<file path="src/rtl/moore_pattern_tx.sv">
// Serial pattern transmitter: shifts a latched WIDTH-bit pattern out MSB-first with a valid strobe,
// optionally repeating the frame with idle gaps, and pulses done after the last frame.
module moore_pattern_tx #(
   parameter int unsigned WIDTH      = 8,
   parameter int unsigned GAP_CYCLES = 2,
   parameter int unsigned CNT_W      = 4
) (
   input  logic             CLK,
   input  logic             reset,
   input  logic             start,
   input  logic [WIDTH-1:0] pattern,
   input  logic [CNT_W-1:0] repeat_n,
   output logic             E,
   output logic             valid,
   output logic             busy,
   output logic             done,
   output logic [1:0]       state
);

   localparam int unsigned BitW = $clog2(WIDTH);
   localparam int unsigned GapW = (GAP_CYCLES > 0) ? $clog2(GAP_CYCLES + 1) : 1;
   localparam logic [BitW-1:0] BitLast = BitW'(WIDTH - 1);
   localparam logic [GapW-1:0] GapLoad = GapW'((GAP_CYCLES > 0) ? GAP_CYCLES - 1 : 0);

   typedef enum logic [1:0] {
      StIdle  = 2'b00,
      StShift = 2'b01,
      StGap   = 2'b10,
      StDone  = 2'b11
   } state_e;

   state_e           r_state, w_state;
   logic [WIDTH-1:0] r_shift, w_shift;
   logic [WIDTH-1:0] r_pat,   w_pat;
   logic [CNT_W-1:0] r_rep,   w_rep;
   logic [BitW-1:0]  r_bit,   w_bit;
   logic [GapW-1:0]  r_gap,   w_gap;
   logic             r_e,     w_e;
   logic             r_valid, w_valid;

   always_ff @(posedge CLK or posedge reset) begin
      if (reset) begin
         r_state <= StIdle;
         r_shift <= '0;
         r_pat   <= '0;
         r_rep   <= '0;
         r_bit   <= '0;
         r_gap   <= '0;
         r_e     <= 1'b0;
         r_valid <= 1'b0;
      end else begin
         r_state <= w_state;
         r_shift <= w_shift;
         r_pat   <= w_pat;
         r_rep   <= w_rep;
         r_bit   <= w_bit;
         r_gap   <= w_gap;
         r_e     <= w_e;
         r_valid <= w_valid;
      end
   end

   always_comb begin
      w_state = r_state;
      w_shift = r_shift;
      w_pat   = r_pat;
      w_rep   = r_rep;
      w_bit   = r_bit;
      w_gap   = r_gap;
      unique case (r_state)
         StIdle: begin
            if (start) begin
               w_pat   = pattern;
               w_rep   = repeat_n;
               w_shift = pattern;
               w_bit   = BitLast;
               w_state = StShift;
            end
         end
         StShift: begin
            w_shift = {r_shift[WIDTH-2:0], 1'b0};
            w_bit   = r_bit - BitW'(1);
            if (r_bit == '0) begin
               w_bit = '0;
               if (r_rep == '0) begin
                  w_state = StDone;
               end else begin
                  w_rep = r_rep - CNT_W'(1);
                  if (GAP_CYCLES > 0) begin
                     w_state = StGap;
                     w_gap   = GapLoad;
                  end else begin
                     // Back-to-back: reload now so valid never drops between frames.
                     w_shift = r_pat;
                     w_bit   = BitLast;
                  end
               end
            end
         end
         StGap: begin
            w_gap = r_gap - GapW'(1);
            if (r_gap == '0) begin
               w_shift = r_pat;
               w_bit   = BitLast;
               w_state = StShift;
            end
         end
         StDone: begin
            w_state = StIdle;
         end
         default: begin
            w_state = StIdle;
         end
      endcase
      // E and valid are registered copies of what the next state will present.
      w_valid = (w_state == StShift);
      w_e     = w_valid & w_shift[WIDTH-1];
   end

   assign E     = r_e;
   assign valid = r_valid;
   assign busy  = (r_state == StShift) || (r_state == StGap);
   assign done  = (r_state == StDone);
   assign state = r_state;

endmodule
</file>
<file path="config.mk">
export PLATFORM = sky130hd
export DESIGN_NAME = moore_pattern_tx
export DESIGN_NICKNAME = d
export VERILOG_FILES = /design/src/rtl/moore_pattern_tx.sv
export SDC_FILE = /design/constraint.sdc
export NUM_CORES = 1
export LEC_CHECK = 0
export CAP_MARGIN = 20
export CORE_ASPECT_RATIO = 1.2
export CORE_MARGIN = 5
export CORE_UTILIZATION = 50
export CTS_CLUSTER_SIZE = 8
export DETAILED_ROUTE_END_ITERATION = 6
export GPL_TIMING_DRIVEN = 1
export PLACE_DENSITY_LB_ADDON = 0.05
export SLEW_MARGIN = 5
export SYNTH_ARGS = -nofsm -noshare
export SYNTH_HDL_FRONTEND = slang
export SYNTH_SLANG_ARGS = --single-unit
</file>
<file path="constraint.sdc">
create_clock -name CLK -period 3.4 [get_ports CLK]
set_input_delay 0.68 -clock CLK [delete_from_list [all_inputs] [get_ports CLK]]
set_output_delay 0.68 -clock CLK [all_outputs]
set_load 0.03 [all_outputs]
</file>
After elaboration in Yosys (flattened, before gate mapping)
Cells that the tools add are included.
{"block": "op_classes", "n_addsub": 3, "eq_ne": 8, "n_mux": 19, "n_bitwise": 1, "n_reduce_logical": 12}
{"op": "$pmux 8 s3", "count": 1}
{"op": "$mux 8", "count": 2}
{"op": "$mux 4", "count": 3}
{"op": "$mux 2", "count": 5}
{"op": "$mux 3", "count": 3}
{"op": "$pmux 3 s3", "count": 1}
{"op": "$ne 2x2->1 const B", "count": 4}
{"op": "$pmux 2 s4", "count": 1}
{"op": "$pmux 4 s2", "count": 1}
{"op": "$reduce_and 3->1", "count": 2}
{"op": "$eq 2x1->1 const B", "count": 2}
{"op": "$eq 2x2->1 const B", "count": 2}
{"op": "$logic_not 2->1", "count": 2}
{"op": "$logic_not 4->1", "count": 1}
{"op": "$pmux 2 s2", "count": 1}
{"op": "$reduce_and 4->1", "count": 1}
{"op": "$reduce_bool 2->1", "count": 2}
{"op": "$sub 4x1->4 const B", "count": 1}
{"op": "$logic_not 3->1", "count": 1}
{"op": "$reduce_bool 3->1", "count": 1}
{"op": "$sub 3x1->3 const B", "count": 1}
{"op": "$reduce_and 2->1", "count": 1}
{"op": "$sub 2x1->2 const B", "count": 1}
{"op": "$and 1x1->1", "count": 1}
{"op": "other kinds (2)", "count": 2}
{"block": "word_totals", "reg_bits": 29, "out_inout_bits": 6, "word_cells": 52}

Longest topological paths before layout
Gate-level depths: netlist (run 1).
{"block": "depth", "depth_word": 6, "mapped_depth": 7, "depth_no_buf": 6}

Worst setup path before layout (run 1)
No wires, ideal clock.
{"block": "synth_path", "path_kind": "register to register", "start": "reg r_state[0], in the netlist state[0]", "end": "reg r_rep[2]", "setup_ns": 0.071, "t_arrival_ns": 2.075, "required_time_ns": 3.329, "slack_ns": 1.255, "path_stages_with_launch": 7, "n_path_buf": 0, "period_less_slack_ns": 2.145, "cell_sequence": "dfrtp_1 -> inv_1 -> ha_1 -> and2b_1 -> a2111o_1 -> or3b_1 -> nand4_1"}
{"block": "synth_between", "elab_chain_len": 3, "elab_cells_between_ends": 8, "classes_between": "eq/ne: 4; mux: 1; reduce/logical: 3"}
{"element": "start: declaration", "line_no": "32", "text": "state_e r_state, w_state;"}
{"element": "start signal: assignment", "line_no": "43", "text": "r_state <= StIdle;"}
{"element": "start signal: assignment", "line_no": "52", "text": "r_state <= w_state;"}
{"element": "$eq 2x1->1 or $logic_not 2->1 (tied branches)", "line_no": "70", "text": "unique case (r_state)"}
{"element": "$ne 2x2->1 (no source line) or $reduce_bool 2->1 (tied branches)"}
{"element": "$reduce_and 4->1 (no source line)"}
{"element": "end signal: assignment", "line_no": "55", "text": "r_rep <= w_rep;"}
{"element": "end: declaration", "line_no": "35", "text": "logic [CNT_W-1:0] r_rep, w_rep;"}
Several ways; a longest one is shown, not always the timed one.
A chain may end at the register's enable or synchronous reset.

Worst setup path after layout (run 1)
{"block": "layout_path", "start": "reg r_state[1], in the netlist state[1]", "end": "reg r_rep[3]"}
Same word-level chain as after synthesis.

==> flow_results.xml, run 1 <==
<?xml version="1.0" encoding="UTF-8"?>
<metrics>
  <group name="worst_setup_path">
    <metric name="cp-start-kind" unit="">flip-flop</metric>
    <metric name="cp_cell_sequence" unit="">inv_1, ha_1, nor4bb_1, a2111o_1, nor4b_1, a211o_2</metric>
    <metric name="critical_path.n_buffers_inverters" unit="">1</metric>
    <metric name="cp.required" unit="ps">3630</metric>
    <metric name="timing_worst_setup_path_type" unit="">reg -&gt; reg</metric>
    <metric name="endpoint_kind" unit="">flip-flop</metric>
    <metric name="crit_path_max_cell_delay" unit="ps">720</metric>
    <metric name="crit_arrival" unit="ps">2790</metric>
    <metric name="path_max_fanout" unit="">27</metric>
    <metric name="worst_setup_path_startpoint" unit="">state[1]$_DFF_PP0_</metric>
    <metric name="cp_slowest_cell" unit="">sky130_fd_sc_hd__ha_1</metric>
    <metric name="reg2reg_from" unit="">state[1]$_DFF_PP0_</metric>
    <metric name="path_delay_family" unit="">adder cells</metric>
  </group>
  <group name="cells_and_area">
    <metric name="num-nets-final" unit="">204</metric>
    <metric name="synthToLayoutAreaGrowth" unit="%">20.24</metric>
    <metric name="drive_above_1_share" unit="">0.06557</metric>
    <metric name="filler_cell_count" unit="">228</metric>
    <metric name="antenna-diode-count" unit="">0</metric>
    <metric name="post-route-cell-area" unit="sq um">1769</metric>
  </group>
  <group name="logic_synthesis">
    <metric name="synthFlopType" unit="">sky130_fd_sc_hd__dfrtp_1</metric>
    <metric name="yosys.cell_types.count" unit="">37</metric>
    <metric name="post_synth_mux_area_share" unit="">0.007653</metric>
    <metric name="synth_area" unit="sq um">1471</metric>
    <metric name="synth-xor-area-share" unit="">0</metric>
    <metric name="yosys.area.top_type_share" unit="">0.4932</metric>
    <metric name="synth_compound_gate_area_share" unit="">0.1820</metric>
    <metric name="synth_enable_flop_cells" unit="">0</metric>
    <metric name="mappedNetlistNets" unit="">182</metric>
    <metric name="synth_sequential_area_ratio" unit="">0.4932</metric>
    <metric name="async_flop_share" unit="">1.000</metric>
    <metric name="synthSimpleGateAreaFrac" unit="">0.2168</metric>
    <metric name="synth.ff_latch_count" unit="">29</metric>
    <metric name="post_synth.cell_area_avg" unit="sq um">9.196</metric>
    <metric name="combinational_family_with_the_most_area_after_synthesis" unit="">simple AND/OR/NAND/NOR gates</metric>
    <metric name="synth.largest_area_cell" unit="">sky130_fd_sc_hd__dfrtp_1</metric>
    <metric name="synth_cells" unit="">160</metric>
    <metric name="arithmetic_cell_share_of_the_synthesized_area_counting_full_adders_half_adders_and_majority_gates" unit="">0.05952</metric>
    <metric name="synth_top_cells_by_area" unit="">sky130_fd_sc_hd__dfrtp_1 49%, sky130_fd_sc_hd__nand2_1 10%, sky130_fd_sc_hd__ha_1 6.0%, sky130_fd_sc_hd__o21ai_0 4.8%, sky130_fd_sc_hd__a222oi_1 3.4%</metric>
    <metric name="synth.yosys.warnings" unit="">0</metric>
  </group>
  <group name="floorplanning">
    <metric name="fp.dieArea" unit="sq um">4132</metric>
    <metric name="io_pins" unit="">21</metric>
    <metric name="die_width" unit="um">59.52</metric>
    <metric name="core-area" unit="sq um">2811</metric>
    <metric name="die_h" unit="um">69.43</metric>
    <metric name="initial_utilization" unit="">0.5234</metric>
    <metric name="placement_rows" unit="">21</metric>
  </group>
  <group name="placed_design">
    <metric name="gp_congestion" unit="">0.7624</metric>
    <metric name="postPlaceCellArea" unit="sq um">1699</metric>
    <metric name="port_buffers" unit="">20</metric>
    <metric name="dpl.hpwl" unit="mm">2.232</metric>
  </group>
  <group name="drt">
    <metric name="drt_wl_total" unit="mm">3.098</metric>
    <metric name="drc" unit="">0</metric>
    <metric name="antenna_violating_nets_post_route" unit="">0</metric>
    <metric name="firstDrtPassIters" unit="">4</metric>
    <metric name="drtIter0Drc" unit="">56</metric>
    <metric name="vias_per_cell" unit="">5.636</metric>
    <metric name="route.detailed.wl_per_inst" unit="um">14.28</metric>
    <metric name="detailroute.via_count" unit="">1223</metric>
  </group>
  <group name="clock_tree">
    <metric name="cts_num_sinks" unit="">29</metric>
    <metric name="clock_tree_root_driver_cell" unit="">sky130_fd_sc_hd__clkbuf_4</metric>
    <metric name="cts_tree" unit="">done</metric>
    <metric name="clock_tree.htree_level_count" unit="">2</metric>
    <metric name="clock_latency_at_the_later_pin_of_the_worst_skew_pair" unit="ps">330</metric>
    <metric name="postCtsSetupBuffers" unit="">0</metric>
    <metric name="cts-buffers-inserted" unit="">5</metric>
    <metric name="cts_resized" unit="">0</metric>
    <metric name="ctsLongestPathBuffers" unit="">2</metric>
    <metric name="cts_hold_buf" unit="">0</metric>
    <metric name="clkTransAtPathRegs" unit="ps">100</metric>
  </group>
  <group name="global_routing">
    <metric name="overflow" unit="">0</metric>
    <metric name="initial_antenna_violation_count" unit="">0</metric>
    <metric name="grt_first_pass_wirelength" unit="mm">5.554</metric>
    <metric name="grt_start_max_net_pins" unit="">30</metric>
    <metric name="first_global_vias" unit="">1247</metric>
    <metric name="gr-usage-all-layers" unit="">0.1731</metric>
  </group>
  <group name="sta">
    <metric name="timing.setup.tns" unit="ps">0</metric>
    <metric name="timing.fmax" unit="MHz">390.4</metric>
    <metric name="setup-violations-final" unit="">0</metric>
    <metric name="worst_slew_margin_rel" unit="">0.4314</metric>
    <metric name="tightest_slew" unit="ps">852.9</metric>
    <metric name="fin_crit" unit="ps">2561</metric>
    <metric name="min_period_over_period" unit="">0.7534</metric>
    <metric name="unrepaired_setup_endpoints_after_global_routing" unit="">no</metric>
    <metric name="timing_hold_violations_final" unit="">0</metric>
    <metric name="maxSlewViolCount" unit="">0</metric>
    <metric name="skew" unit="ps">11.38</metric>
  </group>
  <group name="hold_path">
    <metric name="worst_hold_startpoint" unit="">r_pat[0]$_DFFE_PP0P_</metric>
    <metric name="timing.hold.worst.class" unit="">reg -&gt; reg</metric>
  </group>
  <group name="pwr">
    <metric name="vdd.ir_drop.worst" unit="uV">500.1</metric>
    <metric name="p_leak" unit="nW">0.7917</metric>
    <metric name="power_per_cell_area" unit="nW/um^2">814.8</metric>
  </group>
  <group name="status">
    <metric name="outcome" unit="">finished clean</metric>
  </group>
  <group name="job">
    <metric name="maxCapViolCount" unit="">0</metric>
  </group>
</metrics>
metal layers:
| metal | part of all wire | track usage | wire [um] |
|---|---|---|---|
| met5 | 0 | 0 | 0 |
| met1 | 0.43 | 0.2145 | 1343 |
| met2 | 0.52 | 0.2758 | 1601 |
| met4 | 0.012 | 0.06650 | 37 |
| met3 | 0.037 | 0.05400 | 116 |
where the power goes:
group	internal (W)	switching [W]	total, W
combinational	0.000254	0.000351	0.000606
sequential	0.000490	0.000104	0.000594
clock	0.000120	0.000123	0.000242
worst reg2reg max path, cell delays in order, from the launching register on:
cell,delay [ps]
sky130_fd_sc_hd__dfrtp_1,460
sky130_fd_sc_hd__inv_1,110
sky130_fd_sc_hd__ha_1,720
sky130_fd_sc_hd__nor4bb_1,490
sky130_fd_sc_hd__a2111o_1,290
sky130_fd_sc_hd__nor4b_1,90
sky130_fd_sc_hd__a211o_2,300
cell families after synthesis:
kind of cell | count (synthesis)
buf+inv | 16
simple gates | 68
fa+ha+maj | 7
mux | 1
flops | 29
compound gates | 39
worst paths after layout:
check                                        to  slack (ps)  cells after the start
setup / recovery           r_rep[3]$_DFFE_PP0P_         840                      6
hold / removal             r_pat[0]$_DFFE_PP0P_         490                      2
setup reg to reg           r_rep[3]$_DFFE_PP0P_         840                      6
hold reg to reg            r_pat[0]$_DFFE_PP0P_         490                      2
max in group asynchronous  r_pat[7]$_DFFE_PP0P_        2400                      3
min in group asynchronous  r_rep[2]$_DFFE_PP0P_         710                      3
per-stage QoR:
step	power [W]	utilization	worst slack [ps]	cells	hold WS, ps
after CTS	0.001454	0.6293	828.4	217	486.9
after detailed placement	0.001211	0.6044	873.8	209	463.7
after floorplan	0.001028	-	1255	160	445.7
after global placement	0.001186	0.6044	900.9	209	457.8
after global routing	0.001568	0.6293	663.7	217	524.3
final	0.001442	0.6293	838.5	217	488.8
registers in the layout, indices dropped and copies added (netlist names):
register,cells
r_pat,8
r_rep,4
state,2
r_gap,2
r_bit,3
E,1
valid,1
r_shift,8
Yosys cell counts (all sizes together) (2+ instances only):
| cell | n |
|---|---|
| or3 | 4 |
| clkbuf | 5 |
| nor2 | 8 |
| ha | 7 |
| inv | 10 |
| dfrtp | 29 |
| o211ai | 2 |
| o21a | 2 |
| nand2 | 40 |
| nand3b | 2 |
| o31ai | 2 |
| nor2b | 2 |
| a21oi | 2 |
| and2 | 3 |
| a31oi | 4 |
| o21ai | 14 |
| a222oi | 5 |
| nand3 | 2 |
cells in the final DEF, fill, tap and decap left out, types with 2 or more instances in the layout:
cell type | Yosys | final
sky130_fd_sc_hd__a21oi_1 | 2 | 2
sky130_fd_sc_hd__inv_1 | 10 | 10
sky130_fd_sc_hd__a222oi_1 | 5 | 5
sky130_fd_sc_hd__nand2_1 | 40 | 40
sky130_fd_sc_hd__nand3b_1 | 2 | 2
sky130_fd_sc_hd__clkbuf_4 | 0 | 5
sky130_fd_sc_hd__nand3_1 | 2 | 2
sky130_fd_sc_hd__o21a_1 | 2 | 2
sky130_fd_sc_hd__or3_1 | 3 | 3
sky130_fd_sc_hd__and2_1 | 2 | 2
sky130_fd_sc_hd__dfrtp_1 | 29 | 29
sky130_fd_sc_hd__clkbuf_8 | 0 | 2
sky130_fd_sc_hd__a31oi_1 | 4 | 4
sky130_fd_sc_hd__o31ai_1 | 2 | 2
sky130_fd_sc_hd__clkdlybuf4s50_1 | 0 | 20
sky130_fd_sc_hd__nor2_1 | 8 | 8
sky130_fd_sc_hd__nor2b_1 | 2 | 2
sky130_fd_sc_hd__o21ai_0 | 14 | 14
sky130_fd_sc_hd__o211ai_1 | 2 | 2
sky130_fd_sc_hd__ha_1 | 7 | 7
final cells by class:
class | count | area [sq um] | share of cell area
well taps | 34 | 42.54 | 0.02405
repair buffers | 21 | 207.7 | 0.1174
flip-flops and latches | 29 | 725.7 | 0.4102
inverters | 10 | 37.54 | 0.02122
multi-input cells | 115 | 685.7 | 0.3876
clock inverters | 1 | 5.005 | 0.002829
clock buffers | 7 | 65.06 | 0.03678
No activity file was read; power rests on OpenSTA's default activity.
==> run 2: changes to the inputs <==
Settings changed: CORE_UTILIZATION 50 to 48.
Clock period 3.4 ns to 2.2 ns, I/O delays scaled along.
==> run 2 against run 1 <==
  * Global-route usage increased by 0.084 points
  * Clock-buffer cell count rose by 1
  * Setup slack worse by 690 ps
  * Die area up 3.5%
  * Clock skew decreased by 2.6 ps
  * Total power is 55% higher
  * Non-clock buffer count grew 10
==> flow_results.xml, run 2 (synthesized netlist as in run 1, its figures left out) <==
<?xml version="1.0" encoding="UTF-8"?>
<metrics>
  <group name="sta">
    <metric name="min_period_over_period" unit="">0.9333</metric>
    <metric name="setup-violations-final" unit="">0</metric>
    <metric name="timing.fmax" unit="MHz">487.0</metric>
    <metric name="timing_hold_violations_final" unit="">0</metric>
    <metric name="maxSlewViolCount" unit="">0</metric>
    <metric name="worst_slew_margin_rel" unit="">0.7156</metric>
    <metric name="skew" unit="ps">8.831</metric>
    <metric name="fin_crit" unit="ps">2053</metric>
    <metric name="unrepaired_setup_endpoints_after_global_routing" unit="">no</metric>
    <metric name="tightest_slew" unit="ps">426.6</metric>
  </group>
  <group name="pwr">
    <metric name="power.net_switching" unit="W">0.0008955</metric>
    <metric name="sum_of_internal_switching_and_leakage_power" unit="W">0.002240</metric>
    <metric name="switching_share" unit="">0.3997</metric>
    <metric name="vdd.ir_drop.worst" unit="uV">651.3</metric>
    <metric name="power.share.combinational" unit="">0.458</metric>
    <metric name="seq_power_share" unit="">0.407</metric>
    <metric name="cellInternalPower" unit="W">0.001345</metric>
    <metric name="power_frac_clock" unit="">0.135</metric>
    <metric name="power_per_cell_area" unit="nW/um^2">1229</metric>
    <metric name="p_leak" unit="nW">0.8320</metric>
  </group>
  <group name="clock_tree">
    <metric name="clock_latency_at_the_later_pin_of_the_worst_skew_pair" unit="ps">330</metric>
    <metric name="postCtsSetupBuffers" unit="">0</metric>
    <metric name="clkTransAtPathRegs" unit="ps">90</metric>
    <metric name="ctsLongestPathBuffers" unit="">2</metric>
    <metric name="cts_tree" unit="">done</metric>
    <metric name="clock_tree.htree_level_count" unit="">2</metric>
    <metric name="cts-buffers-inserted" unit="">5</metric>
    <metric name="clock_tree_root_driver_cell" unit="">sky130_fd_sc_hd__clkbuf_4</metric>
    <metric name="cts_num_sinks" unit="">29</metric>
  </group>
  <group name="drt">
    <metric name="detailroute.via_count" unit="">1225</metric>
    <metric name="highest-signal-layer" unit="">met4</metric>
    <metric name="antenna_violating_nets_post_route" unit="">0</metric>
    <metric name="drtIter0Drc" unit="">59</metric>
    <metric name="drt_wl_total" unit="mm">3.203</metric>
    <metric name="route.detailed.wl_per_inst" unit="um">13.99</metric>
    <metric name="m1WireLength" unit="mm">1.407</metric>
    <metric name="routed-wl-met3" unit="um">143</metric>
    <metric name="firstDrtPassIters" unit="">4</metric>
    <metric name="drc" unit="">0</metric>
    <metric name="vias_per_cell" unit="">5.349</metric>
    <metric name="met2_wirelength" unit="mm">1.596</metric>
  </group>
  <group name="cells_and_area">
    <metric name="synthToLayoutAreaGrowth" unit="%">23.89</metric>
    <metric name="drive_above_1_share" unit="">0.09845</metric>
    <metric name="mostFrequentLayoutCell" unit="">sky130_fd_sc_hd__nand2_1</metric>
    <metric name="antenna-diode-count" unit="">0</metric>
    <metric name="postLayoutCoreUtil" unit="">0.6076</metric>
    <metric name="num-nets-final" unit="">214</metric>
    <metric name="leading_registers_by_flop_count" unit="">r_pat (8), r_shift (8), r_rep (4)</metric>
    <metric name="layout.cells.most_common_list" unit="">40 x sky130_fd_sc_hd__nand2_1, 29 x sky130_fd_sc_hd__dfrtp_1, 18 x sky130_fd_sc_hd__clkdlybuf4s50_1, 14 x sky130_fd_sc_hd__o21ai_0, 11 x sky130_fd_sc_hd__buf_4</metric>
  </group>
  <group name="placed_design">
    <metric name="port_buffers" unit="">20</metric>
    <metric name="dpl.hpwl" unit="mm">2.362</metric>
    <metric name="gp_congestion" unit="">0.8106</metric>
  </group>
  <group name="worst_setup_path">
    <metric name="cp-start-kind" unit="">flip-flop</metric>
    <metric name="crit_arrival" unit="ps">2270</metric>
    <metric name="timing_worst_setup_path_type" unit="">reg -&gt; reg</metric>
    <metric name="path_max_fanout" unit="">8</metric>
    <metric name="setup.reg_to_reg.worst_slack" unit="ps">150</metric>
    <metric name="cp.required" unit="ps">2420</metric>
    <metric name="endpoint_kind" unit="">flip-flop</metric>
  </group>
  <group name="floorplanning">
    <metric name="placement_rows" unit="">22</metric>
    <metric name="die_width" unit="um">60.54</metric>
    <metric name="fp.dieArea" unit="sq um">4277</metric>
    <metric name="die_h" unit="um">70.65</metric>
    <metric name="io_pins" unit="">21</metric>
    <metric name="core-area" unit="sq um">3000</metric>
    <metric name="initial_utilization" unit="">0.4904</metric>
  </group>
  <group name="global_routing">
    <metric name="overflow" unit="">0</metric>
    <metric name="first_global_vias" unit="">1274</metric>
    <metric name="initial_antenna_violation_count" unit="">0</metric>
    <metric name="grt_start_max_net_pins" unit="">30</metric>
    <metric name="gr-usage-all-layers" unit="">0.1740</metric>
    <metric name="grt_first_pass_wirelength" unit="mm">5.644</metric>
  </group>
  <group name="status">
    <metric name="outcome" unit="">finished clean</metric>
  </group>
  <group name="job">
    <metric name="maxCapViolCount" unit="">0</metric>
  </group>
  <group name="hold_path">
    <metric name="timing.hold.worst.class" unit="">in -&gt; async</metric>
  </group>
</metrics>
==> run 2: area by class of cell <==
type	count	area, sq um
fillers	247	1177
flip-flops and latches	29	725.7
inverters	10	37.54
well taps	36	45.04
repair buffers	31	280.3
clock buffers	8	48.80
multi-input cells	115	685.7
==> run 2: worst max-delay path, cell delays in order, from the launching register on <==
cell and delay [ps]:
sky130_fd_sc_hd__dfrtp_1 460, sky130_fd_sc_hd__ha_1 370, sky130_fd_sc_hd__nor4bb_1 440, sky130_fd_sc_hd__a2111o_1 280, sky130_fd_sc_hd__nor4b_1 100, sky130_fd_sc_hd__a211o_2 300
==> run 2: worst paths after layout <==
check                                     start                     end  cells past startpoint
hold reg to reg            r_pat[0]$_DFFE_PP0P_    r_pat[0]$_DFFE_PP0P_                      2
setup / recovery             state[0]$_DFF_PP0_    r_rep[3]$_DFFE_PP0P_                      5
hold / removal                            reset  r_shift[5]$_DFFE_PP0P_                      3
setup reg to reg             state[0]$_DFF_PP0_    r_rep[3]$_DFFE_PP0P_                      5
max in group asynchronous                 reset    r_gap[1]$_DFFE_PP0P_                      3
min in group CLK           r_pat[0]$_DFFE_PP0P_    r_pat[0]$_DFFE_PP0P_                      2
==> run 2: metrics by stage <==
stage                     TNS, ps  setup WS, ps  std cells  cell area [sq um]  hold slack [ps]
after floorplan                 0         54.65        160               1471            445.7
after global placement          0         50.41        221               1777            458.3
after detailed placement   -28.86        -28.86        221               1777            462.0
after CTS                       0         157.2        229               1823            472.8
after global routing            0         30.76        229               1823            498.9
final                           0         146.7        229               1823            471.2
==> run 2: metal layers <==
layer | up-vias | track usage
met1 | 576 | 0.2037
met4 | 0 | 0.06024
met3 | 5 | 0.05474
met2 | 20 | 0.2945
met5 | - | 0
li1 | 624 | -
==> run 2: power groups by stage <==
stage	clock network, W	registers [W]	logic (W)
floorplan	0	0.000940	0.000648
global placement	0	0.000910	0.00101
detailed placement	0	0.000923	0.00104
CTS	0.000318	0.000911	0.00104
global route	0.000341	0.000942	0.00117
finish	0.000303	0.000911	0.00103
==> run 2: timing repair <==
action                                  in CTS  in global routing
gates resized for setup                      2                  0
hold endpoints to repair                     0                  0
endpoints found under the setup margin       2                  0
hold buffers                                 0                  0
==> run 3: changes to the inputs <==
Settings changed: HOLD_SLACK_MARGIN from default to 0.05.
==> results of run 3 <==
Final layout, timing and power as in run 2 (identical DEF).
